File: src/rtl/fp16_pkg.sv
// Shared constants and the controller state encoding for the FP16 sequential divider.
package fp16_pkg;

  localparam int EXP_W  = 5;
  localparam int MANT_W = 10;
  localparam int BIAS   = 15;
  localparam int Q_W    = MANT_W + 2;

  localparam logic [15:0] FP16_QNAN = 16'h7E00;
  localparam logic [15:0] FP16_PINF = 16'h7C00;

  typedef enum logic [1:0] {
    IDLE,
    DIVIDE,
    DONE
  } state_t;

endpackage

File: src/rtl/fp16_mant_divider.sv
// Radix-2 restoring divider for the 11-bit significands: one quotient bit per clock, MSB first.
module fp16_mant_divider
  import fp16_pkg::*;
(
  input  logic             clk,
  input  logic             rst_n,
  input  logic             start,
  input  logic [MANT_W:0]  mant_a,
  input  logic [MANT_W:0]  mant_b,
  output logic             last_step,
  output logic [Q_W-1:0]   quotient_next
);

  logic [Q_W-1:0] rem;
  logic [Q_W-1:0] diff;
  logic [Q_W-1:0] quo;
  logic [MANT_W:0] divisor;
  logic [3:0]     cnt;
  logic           busy;
  logic           ge;

  // quotient_next already contains the bit decided this cycle, so the top can
  // capture the full quotient on the same edge as the final step.
  always_comb begin
    ge            = (rem >= {1'b0, divisor});
    diff          = ge ? (rem - {1'b0, divisor}) : rem;
    quotient_next = quo | (Q_W'(ge) << cnt);
    last_step     = busy && (cnt == 4'd0);
  end

  always_ff @(posedge clk or negedge rst_n) begin
    if (!rst_n) begin
      rem     <= '0;
      quo     <= '0;
      divisor <= '0;
      cnt     <= '0;
      busy    <= 1'b0;
    end else if (start) begin
      rem     <= {1'b0, mant_a};
      divisor <= mant_b;
      quo     <= '0;
      cnt     <= 4'(Q_W - 1);
      busy    <= 1'b1;
    end else if (busy) begin
      // The partial remainder is always below the divisor, so its MSB is zero here.
      rem <= {diff[Q_W-2:0], 1'b0};
      quo <= quotient_next;
      if (cnt == 4'd0) begin
        busy <= 1'b0;
      end else begin
        cnt <= cnt - 4'd1;
      end
    end
  end

endmodule

File: src/rtl/fp16_seq_divider.sv
// Sequential binary16 divider: FSM, zero-operand decode, exponent/normalise/clamp and output register.
module fp16_seq_divider
  import fp16_pkg::*;
(
  input  logic        clk,
  input  logic        rst_n,
  input  logic        in_valid,
  output logic        in_ready,
  input  logic [15:0] a,
  input  logic [15:0] b,
  output logic        out_valid,
  input  logic        out_ready,
  output logic [15:0] out
);

  state_t state, next_state;

  logic              sign_in;
  logic              zero_a;
  logic              zero_b;
  logic              special;
  logic [15:0]       special_val;
  logic              accept;
  logic              start;
  logic              last_step;
  logic [Q_W-1:0]    q_next;
  logic              sign_q;
  logic signed [6:0] te_q;
  logic signed [6:0] e;
  logic [MANT_W-1:0] mant;
  logic [15:0]       result;

  assign in_ready  = (state == IDLE);
  assign out_valid = (state == DONE);
  assign accept    = in_ready && in_valid;
  assign start     = accept && !special;

  // Zero means both exponent and mantissa clear, so -0 is treated like +0.
  always_comb begin
    sign_in = a[15] ^ b[15];
    zero_a  = (a[14:0] == 15'd0);
    zero_b  = (b[14:0] == 15'd0);
    special = zero_a || zero_b;
    if (zero_a && zero_b) begin
      special_val = FP16_QNAN;
    end else if (zero_b) begin
      special_val = {sign_in, 5'h1F, 10'h000};
    end else begin
      special_val = 16'h0000;
    end
  end

  always_ff @(posedge clk or negedge rst_n) begin
    if (!rst_n) begin
      state <= IDLE;
    end else begin
      state <= next_state;
    end
  end

  always_comb begin
    next_state = state;
    case (state)
      IDLE:    if (in_valid) next_state = special ? DONE : DIVIDE;
      DIVIDE:  if (last_step) next_state = DONE;
      DONE:    if (out_ready) next_state = IDLE;
      default: next_state = IDLE;
    endcase
  end

  fp16_mant_divider u_mant (
    .clk          (clk),
    .rst_n        (rst_n),
    .start        (start),
    .mant_a       ({1'b1, a[MANT_W-1:0]}),
    .mant_b       ({1'b1, b[MANT_W-1:0]}),
    .last_step    (last_step),
    .quotient_next(q_next)
  );

  always_ff @(posedge clk or negedge rst_n) begin
    if (!rst_n) begin
      sign_q <= 1'b0;
      te_q   <= '0;
    end else if (accept) begin
      sign_q <= sign_in;
      te_q   <= 7'({2'b00, a[14:10]}) - 7'({2'b00, b[14:10]}) + 7'(BIAS);
    end
  end

  // A quotient without bit 11 set needs one extra left shift, costing one exponent step.
  always_comb begin
    e    = q_next[Q_W-1] ? te_q : (te_q - 7'sd1);
    mant = q_next[Q_W-1] ? q_next[MANT_W:1] : q_next[MANT_W-1:0];
    if (e >= 7'sd31) begin
      result = {sign_q, 5'h1F, 10'h000};
    end else if (e <= 7'sd0) begin
      result = 16'h0000;
    end else begin
      result = {sign_q, e[4:0], mant};
    end
  end

  always_ff @(posedge clk or negedge rst_n) begin
    if (!rst_n) begin
      out <= 16'h0000;
    end else if (accept && special) begin
      out <= special_val;
    end else if (state == DIVIDE && last_step) begin
      out <= result;
    end
  end

endmodule

File: config.mk
export PLATFORM = sky130hd
export DESIGN_NAME = fp16_seq_divider
export DESIGN_NICKNAME = d
export VERILOG_FILES = /design/src/rtl/fp16_pkg.sv /design/src/rtl/fp16_mant_divider.sv /design/src/rtl/fp16_seq_divider.sv
export SDC_FILE = /design/constraint.sdc
export NUM_CORES = 1
export LEC_CHECK = 0
export ABC_AREA = 1
export BUFFER_PORTS_ARGS = -buffer_cell sky130_fd_sc_hd__buf_2
export CELL_PAD_IN_SITES_DETAIL_PLACEMENT = 1
export CELL_PAD_IN_SITES_GLOBAL_PLACEMENT = 2
export CORE_MARGIN = 2
export CORE_UTILIZATION = 36
export CTS_CLUSTER_SIZE = 20
export DETAILED_ROUTE_END_ITERATION = 6
export PLACE_DENSITY = 0.83
export SLEW_MARGIN = 20
export SYNTH_ARGS = -nofsm -noshare
export SYNTH_HDL_FRONTEND = slang
export SYNTH_HIERARCHICAL = 1
export SYNTH_SLANG_ARGS = --single-unit
File: constraint.sdc
create_clock -name clk -period 4.4 [get_ports clk]
set_input_delay 0.44 -clock clk [delete_from_list [all_inputs] [get_ports clk]]
set_output_delay 0.44 -clock clk [all_outputs]
set_load 0.01 [all_outputs]
### After elaboration in Yosys (flattened, before gate mapping)

Index checks and enable logic that the tools add are counted.

* register bits after elaboration: 66
* input bits: 36
* word-level logic and storage cells: 66

* add/sub/neg operators: 5
* magnitude comparators: 3
* eq/ne operators: 6
* shifts and indexed selects: 1
* multiplexer cells: 24
* bitwise operators: 2
* reduce and logical (&&, ||, !) cells: 16

Operator list (count)
* 16-bit 2-to-1 mux: 6
* 12-bit 2-to-1 mux: 4
* 15-bit zero test: 2
* 12-bit by 11-bit greater-or-equal comparator with 1-bit output: 1
* 4-bit 2-to-1 mux: 3
* 12-bit bitwise OR: 1
* 1-bit by 4-bit << shifter with 12-bit output: 1
* 11-bit 2-to-1 mux: 1
* 11-bit subtractor: 1
* 10-bit 2-to-1 mux: 1
* 2-bit 2-to-1 mux: 4
* 6-bit by 5-bit adder with 7-bit output (second input constant): 1
* 7-bit by 6-bit greater-or-equal comparator with 1-bit output (second input constant): 1
* 7-bit by 1-bit less-or-equal comparator with 1-bit output (second input constant): 1
* 7-bit 2-to-1 mux: 1
* 7-bit by 2-bit subtractor with 7-bit output (second input constant): 1
* 1-bit logical AND: 6
* 2-bit inequality test (second input constant): 3
* 2-bit case mux with 3 select lines: 1
* 5-bit by 5-bit subtractor with 6-bit output: 1
* 4-bit zero test: 1
* 2-bit nonzero test: 2
* 4-bit by 1-bit subtractor with 4-bit output (second input constant): 1
* 1-bit 2-to-1 mux: 3
* other kinds (9): 9

### Depth between registers and ports, before layout

Gate-level depths: netlist of run 1.

* word-level depth: 9
* gate-level depth with buffers: 22
* mapped depth without buffers: 22

### Modules after synthesis

Netlist of run 1, hierarchy kept.

By module, submodules not included
* fp16_mant_divider: instances 1, cells an instance 353, area each 2645.0 µm²
* fp16_seq_divider: instances 1, cells an instance 259, area each 1840.5 µm²

### Least setup slack after synthesis of run 1

No wires, ideal clock.

* path kind: flip-flop to flip-flop
* from: register u_mant.rem[0]
* to: register out[7]
* setup time: 0.123 ns
* arrival time: 2.592 ns
* required time: 4.277 ns
* setup slack: 1.685 ns
* stages on the path, launching flop included: 21
* buffers on the path: 0
* path through: dfrtp_1 > inv_1 > ha_1 > fa_1 > inv_1 > nand3_1 > nand3_1 > nand2_4 > nand3_4 > nand4_1 > nand2_1 > nor2_1 > nand2_1 > inv_1 > nand2_1 > o21ai_1 > nand2_1 > clkinv_2 > and2_4 > nand2_4 > o21ai_2

* cells in the longest elaborated chain, start to end: 9
* elaborated cells between the ends (all ways): 11
* those cells by class: 3 x order compare; 1 x shift; 6 x mux; 1 x bitwise

Ends and longest elaborated chain
* start: declaration: line fp16_mant_divider.sv:14 `logic [Q_W-1:0] rem;`
* start signal: assignment: line fp16_mant_divider.sv:39 `rem <= {1'b0, mant_a};`
* start signal: assignment: line fp16_mant_divider.sv:46 `rem <= {diff[Q_W-2:0], 1'b0};`
* 12-bit by 11-bit greater-or-equal comparator with 1-bit output *: line fp16_mant_divider.sv:25 `ge = (rem >= {1'b0, divisor});`
* 1-bit by 4-bit << shifter with 12-bit output *: line fp16_mant_divider.sv:27 `quotient_next = quo | (Q_W'(ge) << cnt);`
* 12-bit bitwise OR *: line fp16_mant_divider.sv:27
* net q_next[11]: line fp16_seq_divider.sv:26 `logic [Q_W-1:0] q_next;`
* 7-bit 2-to-1 mux: line fp16_seq_divider.sv:93 `e = q_next[Q_W-1] ? te_q : (te_q - 7'sd1);`
* 7-bit by 1-bit less-or-equal comparator with 1-bit output: line fp16_seq_divider.sv:97 `end else if (e <= 7'sd0) begin`
* 16-bit 2-to-1 mux: line fp16_seq_divider.sv:97
* 16-bit 2-to-1 mux *: line fp16_seq_divider.sv:95 `if (e >= 7'sd31) begin`
* 16-bit 2-to-1 mux *: line fp16_seq_divider.sv:109 `end else if (state == DIVIDE && last_step) begin`
* 16-bit 2-to-1 mux *: line fp16_seq_divider.sv:107 `end else if (accept && special) begin`
* end signal: assignment: line fp16_seq_divider.sv:108 `out <= special_val;`
* end signal: assignment: line fp16_seq_divider.sv:110 `out <= result;`
* end: declaration: line fp16_seq_divider.sv:13 `output logic [15:0] out`

Mark *: on every way through the listed nets, which the timed path passes. The rest lies on a longest branch. The select of a mux whose other input is x is not followed.
A chain may end at the register's enable or synchronous reset.

### Worst setup path in the final report of run 1

* from: register u_mant.rem[0]
* to: register out[5]

Same word-level chain as after synthesis.

==> reports/qor.txt, run 1 <==
HP Class: in2async
Total global-route track usage: 20.7%
WP data required: 4.62 ns
Synthesis-stage register bit count: 66
Final instance area: 5220 um^2
Worst-Margin Slew: 0.967 ns
Most common cell after layout, fill and taps aside: nand2_1
Hold_buf cts: 0
Distinct cells, synth: 46
DR iter-0 viols: 195
Period minus WS final: 3.56 ns
Slew Limit Fails: 0
Ratio of cells with drive above 1 in the final layout: 18.3%
Post-CTS sizing: 0
Total wire length: 12.7 mm
Placed cell areas: 4890 um^2
Met2 usage: 35.9%
VDD IR max: 0.342 mV
CTS Buf Count: 9
Max FO, Critical Path: 28
Clock root buffer: clkbuf_16
Initial DRT Pass Iterations: 4
Vias/cell: 4.97
Seq/Total Area, Yosys: 36.8%
Detailed Place HPWL: 9.79 mm
Final Instance Count excl. Fillers: 836
Vias in the first global route: 4283
Die Y: 116 um
Hold Violations, Final: 0
GRT busiest layer: met2
Max cap viols: 0
Number of synthesized flops with an enable pin: 0
Clock-pin slew on the worst setup and hold paths: 0.06 ns
Grt ovf: 0
Number of port buffers: 53
Status: finished clean
Post-route antenna net violation count: 0
Final Core Density: 43.1%
Mapped Avg Cell Area: 7.33 um^2
Met3 Track Usage GR: 3.56%
# IOs: 54
Commonest non-fill, non-tap cells in the layout: nand2_1 (158), inv_1 (77), dfrtp_1 (66)
Yosys Warn Count: 6
Power Dens Cells: 864 nW/um^2
WS Path Type: reg2reg
Area grow syn2layout: 16.3%
Setup violators final: 0
RSZ-0062 raised after global routing: no
Pin count of the biggest net entering global routing: 44
Worst setup SP type: flop
Slew margin rel.: 35.3%
Clock Sinks: 66
GR Util met1: 26.5%
Total power draw: 4.51 mW
CP Capture Type: flop
Post-Syn Area: 4490 um^2
Initial antenna violation count: 0
Number of remaining DRC errors: 0
Max frequency: 0.281 GHz
Post-CTS Setup Bufs: 0
Core box area: 12100 um^2
Vias: 4154
Fin crit share: 80.8%
Routability cong.: 0.813
Primary FF master, synth: dfrtp_1
Gate Count Post-Synth: 612
Critical path arrival: 3.78 ns
CTS tree: yes
Drt wl/cell: 15.2 um
Die Span X: 116 um
H-tree Lvls: 3
Lkg Pwr: 2.74 nW
Global-route wire length before repair: 21.5 mm
Async set-reset flop share out of synthesis: 100%
Placed Cells incl. Taps: 820
Site Rows: 40
Post-layout net count: 720
Max Clock Skew: 0.00665 ns
Clock Path Buffers: 2
Die ar.: 13400 um^2
Starting Density: 37.0%
Antenna diodes: 0
Setup TNS: 0 ns
Clk Latency, worst-skew pair: 0.34 ns
## final timing paths
kind,from,end,slack [ns],cells after the start
hold / removal,rst_n,u_mant/quo[7],0.11,1
max in group asynchronous,rst_n,u_mant/quo[6],3.53,2
setup reg to reg,u_mant/rem[0],out[5],0.84,20
hold reg to reg,out[1],out[1],0.48,2
setup / recovery,u_mant/rem[0],out[5],0.84,20
min in group clk,b[6],u_mant/divisor[6],0.32,3
## area by class of cell
cell class                 instances  area (um^2)
timing repair buffer              55          283
tap                              168          210
clock buffer                      11          243
clock inverter                     5         77.6
inverter                          88          332
sequential                        66         1650
fill                            1569         6900
multi-input combinational        443         2420
## logic make-up (layout without fill, tap and decap cells)
group | after synthesis | after routing | synth area share, %
AOI/OAI and AO/OA | 104 | 104 | 14.7
xor gates and xnor gates | 8 | 8 | 1.56
adders and majority gates | 21 | 21 | 6.19
buffers and inverters | 104 | 159 | 9.37
DFF | 66 | 66 | 36.8
muxes | 1 | 1 | 0.223
other | 1 | 2 | 0.0836
and+or+nand+nor | 307 | 307 | 31.0
## where the power goes
group	internal, mW	switching, mW	total, mW
clock	0.509	0.275	0.784
sequential	0.899	0.217	1.12
combinational	0.912	1.70	2.61
## per-layer routing
metal / wire [um] / vias up
met5: 0 / -
met4: 165 / 0
met3: 371 / 10
met2: 6240 / 61
met1: 5960 / 1996
li1: - / 2087
## synthesized netlist by cell type, types with 2 or more instances
master | count | area (um^2)
xnor2_1 | 2 | 17.5
nand2_4 | 4 | 45.0
a21oi_2 | 7 | 61.3
clkbuf_1 | 11 | 41.3
o21bai_1 | 2 | 15.0
nor2_1 | 63 | 236
buf_2 | 2 | 10.0
nand4_2 | 3 | 37.5
fa_1 | 2 | 40.0
o21ai_2 | 9 | 78.8
ha_1 | 19 | 238
nand3b_1 | 4 | 30.0
or2_2 | 8 | 50.1
nor3_1 | 3 | 15.0
a21oi_1 | 23 | 115
o22ai_1 | 2 | 12.5
inv_1 | 77 | 289
clkinv_1 | 3 | 11.3
nand2_2 | 5 | 31.3
o21ai_0 | 31 | 155
nand3_1 | 37 | 185
nand4_1 | 12 | 75.1
inv_2 | 7 | 26.3
o211ai_1 | 14 | 105
nand3_2 | 3 | 30.0
buf_6 | 2 | 22.5
a31oi_1 | 2 | 12.5
a22oi_1 | 10 | 75.1
nand2_1 | 158 | 593
xor2_1 | 6 | 52.6
dfrtp_1 | 66 | 1650
## sequential cells by signal, indices dropped and copies added, names as in the netlist
signal,cells
te_q,7
u_mant/cnt,4
out,16
sign_q,1
u_mant/busy,1
u_mant/rem,12
u_mant/quo,12
u_mant/divisor,11
state,2
## stage by stage
step | hold slack, ns | setup WS (ns)
after detailed placement | 0.473 | 0.839
after CTS | 0.318 | 0.802
after global placement | 0.462 | 1.01
after floorplan | 0.144 | 1.69
final | 0.110 | 0.844
after global routing | 0.159 | 0.427
## worst max-delay path, cell delays in order (launching register included)
cell and delay, ns:
dfrtp_1 0.38, inv_1 0.06, ha_1 0.22, fa_1 0.43
inv_1 0.10, nand3_1 0.08, nand3_1 0.14, nand2_4 0.10
nand3_4 0.27, nand4_1 0.16, nand2_1 0.40, nor2_1 0.11
nand2_1 0.12, inv_1 0.06, nand2_1 0.08, o21ai_1 0.07
nand2_1 0.11, clkinv_2 0.13, and2_4 0.20, nand2_4 0.14
o21ai_2 0.07
Note: power is estimated with default switching activity, not from simulation.
==> run 2, diff against run 1 <==
--- a/config.mk
+++ b/config.mk
@@ -10,10 +10,10 @@
 export CELL_PAD_IN_SITES_DETAIL_PLACEMENT = 1
 export CELL_PAD_IN_SITES_GLOBAL_PLACEMENT = 2
 export CORE_MARGIN = 2
-export CORE_UTILIZATION = 36
+export CORE_UTILIZATION = 30
 export CTS_CLUSTER_SIZE = 20
 export DETAILED_ROUTE_END_ITERATION = 6
-export PLACE_DENSITY = 0.83
+export PLACE_DENSITY = 0.74
 export SLEW_MARGIN = 20
 export SYNTH_ARGS = -nofsm -noshare
 export SYNTH_HDL_FRONTEND = slang
==> constraint.sdc (replaced) <==
create_clock -name clk -period 3.24 [get_ports clk]
set_input_delay 0.324 -clock clk [delete_from_list [all_inputs] [get_ports clk]]
set_output_delay 0.324 -clock clk [all_outputs]
set_load 0.01 [all_outputs]
==> reports/qor.txt, run 2 (synthesized netlist as in run 1, its figures left out) <==
P_int: 3.31 mW (was 2.32 mW)
Power Dens Cells: 1170 nW/um^2 (was 864 nW/um^2)
Vias: 4169 (was 4154)
# IOs: 54 (unchanged)
Max Clock Skew: 0.00829 ns (was 0.00665 ns)
Comb pwr share: 57.7% (was 57.8%)
Ratio of cells with drive above 1 in the final layout: 20.6% (was 18.3%)
Hold slack final: 0.211 ns (was 0.110 ns)
Worst setup SP type: flop (unchanged)
Top reg by flops: out (unchanged)
FF-to-FF Start: u_mant/rem[0] (unchanged)
Die Y: 126 um (was 116 um)
Core box area: 14600 um^2 (was 12100 um^2)
Min-delay src: b[2]
Clock Path Buffers: 2 (unchanged)
Site Rows: 44 (was 40)
Max cap viols: 0 (unchanged)
Die Span X: 126 um (was 116 um)
Grt ovf: 0 (unchanged)
VDD IR max: 0.381 mV (was 0.342 mV)
Clock root buffer: clkbuf_16 (unchanged)
Die ar.: 15900 um^2 (was 13400 um^2)
Sequential share of power: 24.0% (was 24.8%)
Commonest non-fill, non-tap cells in the layout: nand2_1 (157), inv_1 (77), dfrtp_1 (66) (was nand2_1 (158), inv_1 (77), dfrtp_1 (66))
Top Registers: out (16), u_mant/quo (12), u_mant/rem (12) (unchanged)
Pin count of the biggest net entering global routing: 46 (was 44)
Hold Violations, Final: 0 (unchanged)
Critical path arrival: 3.13 ns (was 3.78 ns)
Number of remaining DRC errors: 0 (unchanged)
Final Core Density: 36.8% (was 43.1%)
Vias/cell: 4.83 (was 4.97)
Clock share of power: 18.2% (was 17.4%)
RSZ-0062 raised after global routing: no (unchanged)
Most common cell after layout, fill and taps aside: nand2_1 (unchanged)
Post-route antenna net violation count: 0 (unchanged)
Total wire length: 12.7 mm (about the same)
Filler instances: 1806 (was 1569)
HP Class: in2reg (was in2async)
Routability cong.: 0.796 (was 0.813)
CTS tree: yes (unchanged)
CP Capture Type: flop (unchanged)
Hold EP: u_mant/divisor[2]
Total global-route track usage: 16.9% (was 20.7%)
Setup TNS: 0 ns (unchanged)
CTS Buf Count: 9 (unchanged)
WP data required: 3.46 ns (was 4.62 ns)
Period minus WS final: 2.90 ns (was 3.56 ns)
Worst reg-to-reg setup slack: 0.34 ns (was 0.84 ns)
Max frequency: 0.344 GHz (was 0.281 GHz)
Worst-Margin Slew: 0.590 ns (was 0.967 ns)
Post-layout net count: 732 (was 720)
Pre-CTS WS: 0.144 ns (was 0.839 ns)
Setup violators final: 0 (unchanged)
WS Path Type: reg2reg (unchanged)
Area grow syn2layout: 19.8% (was 16.3%)
Slew margin rel.: 60.7% (was 35.3%)
Hold Crit Depth: 3
Depth of the worst register-to-register path: 20 (unchanged)
Clock-pin slew on the worst setup and hold paths: 0.06 ns (about the same)
Max FO, Critical Path: 9 (was 28)
Lkg Pwr: 2.81 nW (was 2.74 nW)
NetSw: 2.96 mW (was 2.19 mW)
Slew Limit Fails: 0 (unchanged)
Initial antenna violation count: 0 (unchanged)
Worst R2R End: out[3] (was out[5])
H-tree Lvls: 3 (unchanged)
Global-route wire length before repair: 21.8 mm (was 21.5 mm)
Initial DRT Pass Iterations: 4 (unchanged)
Drt wl/cell: 14.7 um (was 15.2 um)
Fin crit share: 89.6% (was 80.8%)
Antenna diodes: 0 (unchanged)
DR iter-0 viols: 172 (was 195)
Clk Latency, worst-skew pair: 0.34 ns (about the same)
Status: finished clean (unchanged)
Post-layout worst setup margin: 0.336 ns (was 0.844 ns)
Vias in the first global route: 4413 (was 4283)
Number of port buffers: 53 (unchanged)
Starting Density: 30.7% (was 37.0%)
Clock Sinks: 66 (unchanged)
Switching share of power: 47.3% (was 48.5%)
Largest register FFs: 16 (unchanged)
Detailed Place HPWL: 9.89 mm (was 9.79 mm)
run 2: changes by cell type in the layout (fill, tap and decap cells not counted), sizes merged:
| cell | delta |
|---|---|
| buf | +11 |
| bufinv | +1 |
| clkbuf | -2 |
| dlygate4sd3 | +1 |
| inv | +1 |
run 2: worst max path at each step:
| stage | start | end | slack [ns] | cells past startpoint |
|---|---|---|---|---|
| 2_1_floorplan | u_mant/rem[0] | out[7] | 0.53 | 20 |
| 3_3_place_gp | u_mant/rem[0] | out[1] | 0.34 | 20 |
| 3_5_place_dp | u_mant/rem[0] | out[13] | 0.14 | 22 |
| 4_1_cts | u_mant/rem[0] | out[13] | 0.11 | 22 |
| 5_1_grt | u_mant/rem[0] | out[13] | 0.03 | 22 |
| 6_report | u_mant/rem[0] | out[3] | 0.34 | 20 |
run 2: area by class of cell:
cell class | count | area (um^2) | area share (%)
clock buffers | 9 | 225 | 4.19
clock inverters | 7 | 116 | 2.17
inverters | 88 | 334 | 6.22
multi-input cells | 443 | 2440 | 45.5
flip-flops and latches | 66 | 1650 | 30.7
well taps | 184 | 230 | 4.28
repair buffers | 67 | 373 | 6.94
run 2: routing by layer:
layer	vias up	part of all wire [%]	track usage [%]
li1	2113	-	-
met1	1986	49	22.0
met2	56	47	28.4
met3	14	3.0	3.02
met4	0	1.7	5.75
met5	-	0	0
run 2: metrics by stage:
stage          power, mW  instances  cell area, um^2
2_1_floorplan       4.18        613             4490
3_3_place_gp        4.99        844             4970
3_5_place_dp        5.09        844             4970
4_1_cts             6.28        861             5330
5_1_grt             6.93        864             5370
6_report            6.27        864             5370
run 2: what timing repair did:
item,CTS,global route
hold buffers,1,0
setup endpoints to repair,0,16
setup buffers,0,3
resized for setup,0,9
hold endpoints to repair,21,0
run 2: worst max-delay path, stage by stage, from the launching register on:
cell and delay, ns:
dfrtp_1 0.37, inv_1 0.06, ha_2 0.20, fa_2 0.40, inv_1 0.08, nand3_1 0.09, nand3_2 0.11, nand2_4 0.10
nand3_4 0.07, nand4_1 0.15, nand2_4 0.18, nor2_1 0.07, nand2_1 0.08, inv_1 0.05, nand2_1 0.07, o21ai_1 0.06
nand2_1 0.11, clkinv_2 0.13, and2_4 0.20, nand2_4 0.14, o21ai_2 0.07
run 2: power by group through the flow:
stage               Combinational (mW)  Sequential (mW)  Clock, mW
CTS                               3.60             1.51       1.18
finish                            3.62             1.51       1.14
global placement                  3.48             1.50          0
floorplan                         2.72             1.46          0
global route                      4.15             1.57       1.21
detailed placement                3.57             1.52          0
==> run 3, diff against run 2 <==
--- a/config.mk
+++ b/config.mk
@@ -13,6 +13,7 @@
 export CORE_UTILIZATION = 30
 export CTS_CLUSTER_SIZE = 20
 export DETAILED_ROUTE_END_ITERATION = 6
+export MAX_ROUTING_LAYER = met4
 export PLACE_DENSITY = 0.74
 export SLEW_MARGIN = 20
 export SYNTH_ARGS = -nofsm -noshare
==> reports/qor.txt, run 3 (synthesized netlist as in run 1, its figures left out) <==
Starting Density: 30.7% (unchanged)
Worst-Margin Slew: 0.591 ns (was 0.590 ns)
Total power draw: 6.27 mW (about the same)
Commonest non-fill, non-tap cells in the layout: nand2_1 (157), inv_1 (77), dfrtp_1 (66) (unchanged)
Period minus WS final: 2.90 ns (about the same)
CTS tree: yes (unchanged)
WP data required: 3.46 ns (about the same)
Clock root buffer: clkbuf_16 (unchanged)
Max Clock Skew: 0.00806 ns (was 0.00829 ns)
Setup TNS: 0 ns (unchanged)
Antenna diodes: 0 (unchanged)
CP max stage cell: fa_2 (unchanged)
Largest delay share family, worst path: simple AND/OR/NAND/NOR gates (unchanged)
Status: finished clean (unchanged)
Met2 Wirelength: 6.00 mm (was 5.96 mm)
CP cell instances: inv_1 > ha_2 > fa_2 > inv_1 > nand3_1 > nand3_2 > nand2_4 > nand3_4 > nand4_1 > nand2_4 > nor2_1 > nand2_1 > inv_1 > nand2_1 > o21ai_1 > nand2_1 > clkinv_2 > and2_4 > nand2_4 > o21ai_2 (unchanged)
RSZ-0062 raised after global routing: no (unchanged)
Metal3 WL: 341 um (was 376 um)
Die Y: 126 um (unchanged)
Filler instances: 1806 (unchanged)
Post-route antenna net violation count: 0 (unchanged)
Sequential cell area: 1650 um^2 (unchanged)
CP Capture Type: flop (unchanged)
Max frequency: 0.345 GHz (was 0.344 GHz)
Power Dens Cells: 1170 nW/um^2 (about the same)
Clock Sinks: 66 (unchanged)
Lkg Pwr: 2.81 nW (unchanged)
Site Rows: 44 (unchanged)
Vias: 4157 (was 4169)
Vias/cell: 4.81 (was 4.83)
Placed Cells incl. Taps: 844 (unchanged)
Global-route wire length before repair: 21.8 mm (about the same)
Ratio of cells with drive above 1 in the final layout: 20.6% (unchanged)
Slew margin rel.: 60.6% (was 60.7%)
Clock-pin slew on the worst setup and hold paths: 0.06 ns (about the same)
Max stage delay on crit path: 0.40 ns (about the same)
Total global-route track usage: 17.5% (was 16.9%)
Slew Limit Fails: 0 (unchanged)
Max cap viols: 0 (unchanged)
Clock Path Buffers: 2 (unchanged)
Max FO, Critical Path: 9 (unchanged)
Post-layout net count: 732 (unchanged)
Initial antenna violation count: 0 (unchanged)
Number of remaining DRC errors: 0 (unchanged)
Top Metal Used: met4 (unchanged)
Number of port buffers: 53 (unchanged)
Fin crit share: 89.5% (was 89.6%)
Total wire length: 12.7 mm (about the same)
WS Path Type: reg2reg (unchanged)
Worst setup SP type: flop (unchanged)
Core box area: 14600 um^2 (unchanged)
Footprint of the multi-input gates: 2440 um^2 (unchanged)
Drt wl/cell: 14.8 um (was 14.7 um)
Grt ovf: 0 (unchanged)
CTS Buf Count: 9 (unchanged)
Initial DRT Pass Iterations: 4 (unchanged)
# IOs: 54 (unchanged)
Vias in the first global route: 4407 (was 4413)
M1 wire length: 6.22 mm (was 6.19 mm)
Critical path arrival: 3.13 ns (about the same)
Detailed Place HPWL: 9.89 mm (unchanged)
Hold Violations, Final: 0 (unchanged)
Hold slack final: 0.210 ns (was 0.211 ns)
Buf/Inv on CP: 4 (unchanged)
HP Class: in2reg (unchanged)
H-tree Lvls: 3 (unchanged)
Pin count of the biggest net entering global routing: 46 (unchanged)
Final Instance Count excl. Fillers: 864 (unchanged)
Routability cong.: 0.807 (was 0.796)
VDD IR max: 0.381 mV (about the same)
Clk Latency, worst-skew pair: 0.34 ns (about the same)
Setup violators final: 0 (unchanged)
Most common cell after layout, fill and taps aside: nand2_1 (unchanged)
DR iter-0 viols: 152 (was 172)
Top Registers: out (16), u_mant/quo (12), u_mant/rem (12) (unchanged)
Die ar.: 15900 um^2 (unchanged)
Largest register FFs: 16 (unchanged)
Top reg by flops: out (unchanged)
Area grow syn2layout: 19.8% (unchanged)
Die Span X: 126 um (unchanged)
## run 3: cell counts in the layout (fill, tap and decap cells not counted)
No cell type changed its count.
## run 3: worst register-to-register path: stages, from the launching register on
cell and delay (ns):
dfrtp_1 0.37, inv_1 0.06, ha_2 0.20, fa_2 0.40, inv_1 0.08, nand3_1 0.09, nand3_2 0.11, nand2_4 0.09
nand3_4 0.07, nand4_1 0.15, nand2_4 0.18, nor2_1 0.07, nand2_1 0.08, inv_1 0.05, nand2_1 0.07, o21ai_1 0.06
nand2_1 0.11, clkinv_2 0.13, and2_4 0.20, nand2_4 0.14, o21ai_2 0.07
## run 3: layout make-up
class,instances,area share (%)
multi-input combinational,443,45.5
sequential,66,30.7
timing repair buffer,67,6.94
inverter,88,6.22
tap,184,4.28
clock buffer,9,4.19
clock inverter,7,2.17
## run 3: per-layer routing
metal,track usage (%),vias up
li1,-,2112
met1,22.1,1978
met2,28.4,54
met3,2.93,13
met4,5.75,0
met5,-,-
## run 3: where the power goes
group	internal, mW	switching (mW)	total (mW)	leakage (nW)
Combinational	1.33	2.29	3.62	1.83
Sequential	1.22	0.285	1.50	0.813
Clock	0.751	0.394	1.15	0.166
## run 3: worst paths after layout
kind	from	end	slack [ns]	cells after the start
max in group asynchronous	rst_n	out[12]	1.71	3
worst min-delay path	b[6]	u_mant/divisor[6]	0.21	3
worst max-delay path	u_mant/rem[0]	out[3]	0.34	20
worst min register to register	out[6]	out[6]	0.48	2
min in group asynchronous	rst_n	u_mant/divisor[10]	0.52	2
worst max register to register	u_mant/rem[0]	out[3]	0.34	20
## run 3: through the flow
stage	cell area [um^2]	worst slack [ns]	util [%]
final	5370	0.339	36.8
after global routing	5370	0.0293	36.8
after CTS	5330	0.106	36.5
after detailed placement	4970	0.144	34.1
after global placement	4970	0.339	34.1
after floorplan	4490	0.525	-
## run 3: timing repair
item | 4_1_cts | 5_1_grt
hold buffers | 1 | 0
endpoints found under the setup margin | 0 | 16
gates resized for setup | 0 | 9
endpoints found under the hold margin | 21 | 0
buffers inserted | 0 | 3
